--- config.mk ---
export PLATFORM = sky130hd
export DESIGN_NAME = fetch_stage
export DESIGN_NICKNAME = d
export VERILOG_FILES = /design/src/rtl/fetch_stage.sv
export SDC_FILE = /design/constraint.sdc
export NUM_CORES = 1
export LEC_CHECK = 0
export ABC_AREA = 1
export ABC_CLOCK_PERIOD_IN_PS = 2250
export BUFFER_PORTS_ARGS = -buffer_cell sky130_fd_sc_hd__buf_4
export CAP_MARGIN = 5
export CORE_MARGIN = 8
export CORE_UTILIZATION = 53
export CTS_CLUSTER_DIAMETER = 150
export DETAILED_ROUTE_END_ITERATION = 10
export HOLD_SLACK_MARGIN = 0.15
export PLACE_DENSITY_LB_ADDON = 0.12
export SETUP_SLACK_MARGIN = 0.4
export SLEW_MARGIN = 15
export SYNTH_ARGS = -nofsm -noshare
export SYNTH_HDL_FRONTEND = slang
export SYNTH_SLANG_ARGS = --single-unit
--- constraint.sdc ---
create_clock -name clk -period 2.25 [get_ports clk]
set_input_delay 0.1125 -clock clk [delete_from_list [all_inputs] [get_ports clk]]
set_output_delay 0.1125 -clock clk [all_outputs]
set_load 0.02 [all_outputs]
--- src/rtl/fetch_stage.sv ---
// Instruction fetch stage with IF/ID pipeline register. One outstanding request to a
// variable-latency instruction memory, a one-entry skid buffer, and stall/redirect handling.
module fetch_stage #(
    parameter int unsigned         PC_W     = 9,
    parameter int unsigned         INS_W    = 32,
    parameter logic [PC_W-1:0]     RESET_PC = '0
) (
    input  logic             clk,
    input  logic             reset,
    input  logic             Stall,
    input  logic             Redirect,
    input  logic [PC_W-1:0]  RedirectPC,
    output logic             ImemReq,
    output logic [PC_W-1:0]  ImemAddr,
    input  logic             ImemValid,
    input  logic [INS_W-1:0] ImemRdata,
    output logic             IfId_Valid,
    output logic [INS_W-1:0] IfId_Instr,
    output logic [PC_W-1:0]  IfId_PC,
    output logic [PC_W-1:0]  IfId_PCPlus4
);

    localparam logic [INS_W-1:0] NOP = INS_W'(32'h00000013);

    typedef enum logic [1:0] {StFetch, StWait, StHold, StDrop} state_e;

    state_e             state_q, state_d;
    logic [PC_W-1:0]    pc_q, pc_d;
    logic [INS_W-1:0]   buf_q, buf_d;
    logic               valid_q, valid_d;
    logic [INS_W-1:0]   instr_q, instr_d;
    logic [PC_W-1:0]    ifpc_q, ifpc_d;
    logic [PC_W-1:0]    ifpc4_q, ifpc4_d;

    logic               load;
    logic [INS_W-1:0]   load_instr;
    logic [PC_W-1:0]    redirect_pc;
    logic [PC_W-1:0]    pc_plus4;
    logic               req;

    assign redirect_pc = {RedirectPC[PC_W-1:2], 2'b00};
    assign pc_plus4    = pc_q + PC_W'(4);

    always_comb begin
        state_d    = state_q;
        pc_d       = pc_q;
        buf_d      = buf_q;
        load       = 1'b0;
        load_instr = buf_q;
        req        = 1'b0;
        case (state_q)
            StFetch: begin
                if (Redirect) begin
                    pc_d = redirect_pc;
                end else begin
                    req     = 1'b1;
                    state_d = StWait;
                end
            end
            StWait: begin
                if (ImemValid) begin
                    if (Redirect) begin
                        pc_d    = redirect_pc;
                        state_d = StFetch;
                    end else if (!Stall) begin
                        load       = 1'b1;
                        load_instr = ImemRdata;
                        pc_d       = pc_plus4;
                        state_d    = StFetch;
                    end else begin
                        buf_d   = ImemRdata;
                        state_d = StHold;
                    end
                end else if (Redirect) begin
                    // Response still in flight: it must be swallowed before refetching.
                    pc_d    = redirect_pc;
                    state_d = StDrop;
                end
            end
            StHold: begin
                if (Redirect) begin
                    pc_d    = redirect_pc;
                    state_d = StFetch;
                end else if (!Stall) begin
                    load    = 1'b1;
                    pc_d    = pc_plus4;
                    state_d = StFetch;
                end
            end
            StDrop: begin
                if (Redirect) begin
                    pc_d = redirect_pc;
                end
                if (ImemValid) begin
                    state_d = StFetch;
                end
            end
            default: state_d = StFetch;
        endcase
    end

    always_comb begin
        valid_d = valid_q;
        instr_d = instr_q;
        ifpc_d  = ifpc_q;
        ifpc4_d = ifpc4_q;
        if (Redirect) begin
            valid_d = 1'b0;
        end else if (!Stall) begin
            if (load) begin
                valid_d = 1'b1;
                instr_d = load_instr;
                ifpc_d  = pc_q;
                ifpc4_d = pc_plus4;
            end else begin
                valid_d = 1'b0;
            end
        end
    end

    always_ff @(posedge clk) begin
        if (reset) begin
            state_q <= StFetch;
            pc_q    <= RESET_PC;
            buf_q   <= '0;
            valid_q <= 1'b0;
            instr_q <= NOP;
            ifpc_q  <= '0;
            ifpc4_q <= '0;
        end else begin
            state_q <= state_d;
            pc_q    <= pc_d;
            buf_q   <= buf_d;
            valid_q <= valid_d;
            instr_q <= instr_d;
            ifpc_q  <= ifpc_d;
            ifpc4_q <= ifpc4_d;
        end
    end

    assign ImemReq      = req & ~reset;
    assign ImemAddr     = pc_q;
    assign IfId_Valid   = valid_q;
    assign IfId_Instr   = valid_q ? instr_q : NOP;
    assign IfId_PC      = ifpc_q;
    assign IfId_PCPlus4 = ifpc4_q;

endmodule

==> results.sh <==
export IMPL_drt_pass1_iter_count=5
export IMPL_worstSetupStartpointType="flop"
export IMPL_hold_viol=0
export IMPL_cap_violations=0
export IMPL_antenna_found_initial=0
export IMPL_setup_ws_ps=491
export IMPL_outcome="finished clean"
export IMPL_slew_headroom=0.614
export IMPL_max_freq_ghz=0.569
export IMPL_tightestPinTransition_ps=580
export IMPL_avgSynthCellArea_um2=6.88
export IMPL_syn_nets=669
export IMPL_crit_slowest_cell="dfxtp_2"
export IMPL_synth_warning_count=0
export IMPL_cp_required_ps=2520
export IMPL_critPathCaptureType="flop"
export IMPL_routed_via_density=5.26
export IMPL_leakagePower_uw=0.00259
export IMPL_grt_pass1_wl_um=19600
export IMPL_ir_drop_mv=0.512
export IMPL_intPower_uw=2620
export IMPL_die_x_um=106
export IMPL_port_buffers=104
export IMPL_root_buffer="clkbuf_8"
export IMPL_slowest_delay_ps=350
export IMPL_cts_clk_slew_worst_paths_ps=80
export IMPL_initial_utilization=0.547
export IMPL_grt_start_max_net_pins=51
export IMPL_grt_util_all_layers=0.209
export IMPL_ant_nets=0
export IMPL_fp_dieH_um=106
export IMPL_synth_area_um2=4250
export IMPL_drive_gt1_frac=0.206
export IMPL_cts_buffers=9
export IMPL_io_pins=107
export IMPL_crit_path_max_fanout=19
export IMPL_comb_power_share=0.292
export IMPL_grt_pass1_vias=4154
export IMPL_dp_final_hpwl_um=7820
export IMPL_syn_inst=617
export IMPL_p_sw_uw=1400
export IMPL_post_drt_wl_per_cell_um=14.7
export IMPL_insertedDiodeCount=0
export IMPL_ys_ff_latch=92
export IMPL_power_frac_seq=0.466
export IMPL_overflow=0
export IMPL_worstHoldPathType="in -> reg"
export IMPL_cp_arrival_ps=2030
export IMPL_synth_async_reset_ratio=0
export IMPL_insertion_delay_ps=350
export IMPL_fp_coreArea_um2=7770
export IMPL_ys_types=28
export IMPL_power_density_nw_per_um2=708
export IMPL_synth_edff_count=0
export IMPL_rsz0062_at_grt="no"
export IMPL_place_gp_congestion=0.887
export IMPL_p_sw_frac=0.349
export IMPL_cts_buffer_depth=2
export IMPL_clock_power_share=0.242
export IMPL_clock_sinks=92
export IMPL_die_area_um2=11100
export IMPL_area_growth_pct=33.8
export IMPL_drt_wl_total_um=12400
export IMPL_route_vias_total=4453
export IMPL_final_cell_area_um2=5690
export IMPL_synth_top_flop_cell="dfxtp_1"
export IMPL_power_total_uw=4030
export IMPL_critPathKind="reg -> reg"
export IMPL_final_core_util=0.732
export IMPL_finalSetupViolations=0
export IMPL_post_dp_cell_area_um2=5040
export IMPL_finClkSkew_ps=11.2
export IMPL_finalCritPeriodShare=0.782
export IMPL_min_period_ps=1760
export IMPL_pre_cts_ws_ps=252
export IMPL_drt_iter0_markers=286
export IMPL_timing_setup_tns_ps=0
export IMPL_nets=791
export IMPL_rows=32
export IMPL_path_cells="inv_2 > ha_2 > nand2_2 > a21oi_4 > nand2_4 > clkinv_8 > buf_12 > o21ai_0 > a31oi_1"
export IMPL_drv_slew=0
export IMPL_cts_tree="done"
export IMPL_seq_area_frac_synth=0.434
export IMPL_cts_max_level=3
export IMPL_route_detailed_drc=0
[layout make-up]
cell class                      count  area (um^2)
Clock buffer                       10          128
Clock inverter                      6         40.0
Fill cell                         674         2080
Inverter                           58          238
Multi-Input combinational cell    425         2000
Sequential cell                    92         1850
Tap cell                          102          128
Timing Repair Buffer              152         1290
Timing Repair inverter              1         7.51
[sequential cells by signal, indices dropped and copies added (netlist names)]
name / count
IfId_Valid: 1
state_q: 2
instr_q: 32
ImemAddr: 9
IfId_PC: 9
IfId_PCPlus4: 7
buf_q: 32
[synth_stat cells (all sizes together) (3+ instances only)]
| cell | instances | share of area |
|---|---|---|
| a211oi | 4 | 0.0071 |
| buf | 22 | 0.032 |
| a31oi | 29 | 0.043 |
| o21ai | 54 | 0.064 |
| nor2 | 31 | 0.031 |
| nand2 | 223 | 0.20 |
| clkbuf | 20 | 0.018 |
| nand3 | 11 | 0.013 |
| dfxtp | 92 | 0.43 |
| inv | 57 | 0.050 |
| a21oi | 53 | 0.065 |
| o311ai | 3 | 0.0062 |
| ha | 6 | 0.018 |
| o21bai | 5 | 0.0088 |
[power groups by stage]
| stage | Sequential [uW] | Clock (uW) | Combinational [uW] |
|---|---|---|---|
| finish | 1880 | 973 | 1180 |
| global route | 1890 | 1060 | 1280 |
| CTS | 1860 | 991 | 1090 |
| detailed placement | 1900 | 0 | 1020 |
| global placement | 1900 | 0 | 997 |
| floorplan | 1930 | 0 | 636 |
[critical path, delay by kind of cell (launching register included)]
| kind | cells | cell delay (ps) |
|---|---|---|
| AOI/OAI and AO/OA | 3 | 500 |
| adders and majority gates | 1 | 220 |
| buffers and inverters | 3 | 370 |
| DFF | 1 | 350 |
| and+or+nand+nor | 2 | 230 |
[repair_timing]
item | CTS | global route
cloned | 0 | 2
hold endpoints to repair | 66 | 0
pin swaps | 0 | 1
setup endpoints to repair | 68 | 68
resized for setup | 4 | 16
setup buffers | 0 | 2
hold buffers | 35 | 0
[stage by stage]
stage          std cells  hold slack (ps)
2_1_floorplan        617              247
3_3_place_gp         791              362
3_5_place_dp         791              365
4_1_cts              842              204
5_1_grt              846              265
6_report             846              220
[path summary, 6_finish.rpt]
path	start	endpoint	slack, ps	cells after the start
worst max-delay path	state_q[1]	instr_q[24]	490	9
worst min-delay path	RedirectPC[8]	ImemAddr[8]	220	5
worst max register to register	state_q[1]	instr_q[24]	490	9
worst min register to register	ImemAddr[0]	ImemAddr[0]	460	2
[routing by layer]
metal | share of wire | GRT usage | wire length, um | up-vias
met5 | 0 | 0 | 0 | -
met4 | 0.010 | 0.0583 | 129 | 0
met3 | 0.084 | 0.0487 | 1040 | 11
met2 | 0.49 | 0.346 | 6070 | 188
met1 | 0.42 | 0.265 | 5190 | 2040
li1 | - | - | - | 2214
[kinds of logic after synthesis]
group	count (synthesis)	share of synthesized area
adders and majority gates	6	0.0177
and+or+nand+nor	267	0.246
DFF	92	0.434
xor gates and xnor gates	2	0.00412
AOI/OAI and AO/OA	150	0.197
buffers and inverters	100	0.102
[cell usage in the layout, fill, tap and decap left out, types with 2 or more instances in the layout]
cell / instances
a21oi_1: 52
ha_4: 2
o21bai_1: 5
inv_2: 5
clkbuf_8: 9
o21ai_0: 54
dfxtp_2: 3
clkinvlp_4: 4
dlygate4sd3_1: 35
nor2_1: 28
nor2_4: 2
o311ai_0: 3
dfxtp_1: 89
inv_1: 50
buf_12: 3
a211oi_1: 4
nand2_1: 221
buf_4: 111
nand3_1: 11
ha_1: 3
a31oi_1: 29
clkinv_2: 3
Power figures use the tool's default switching activity.
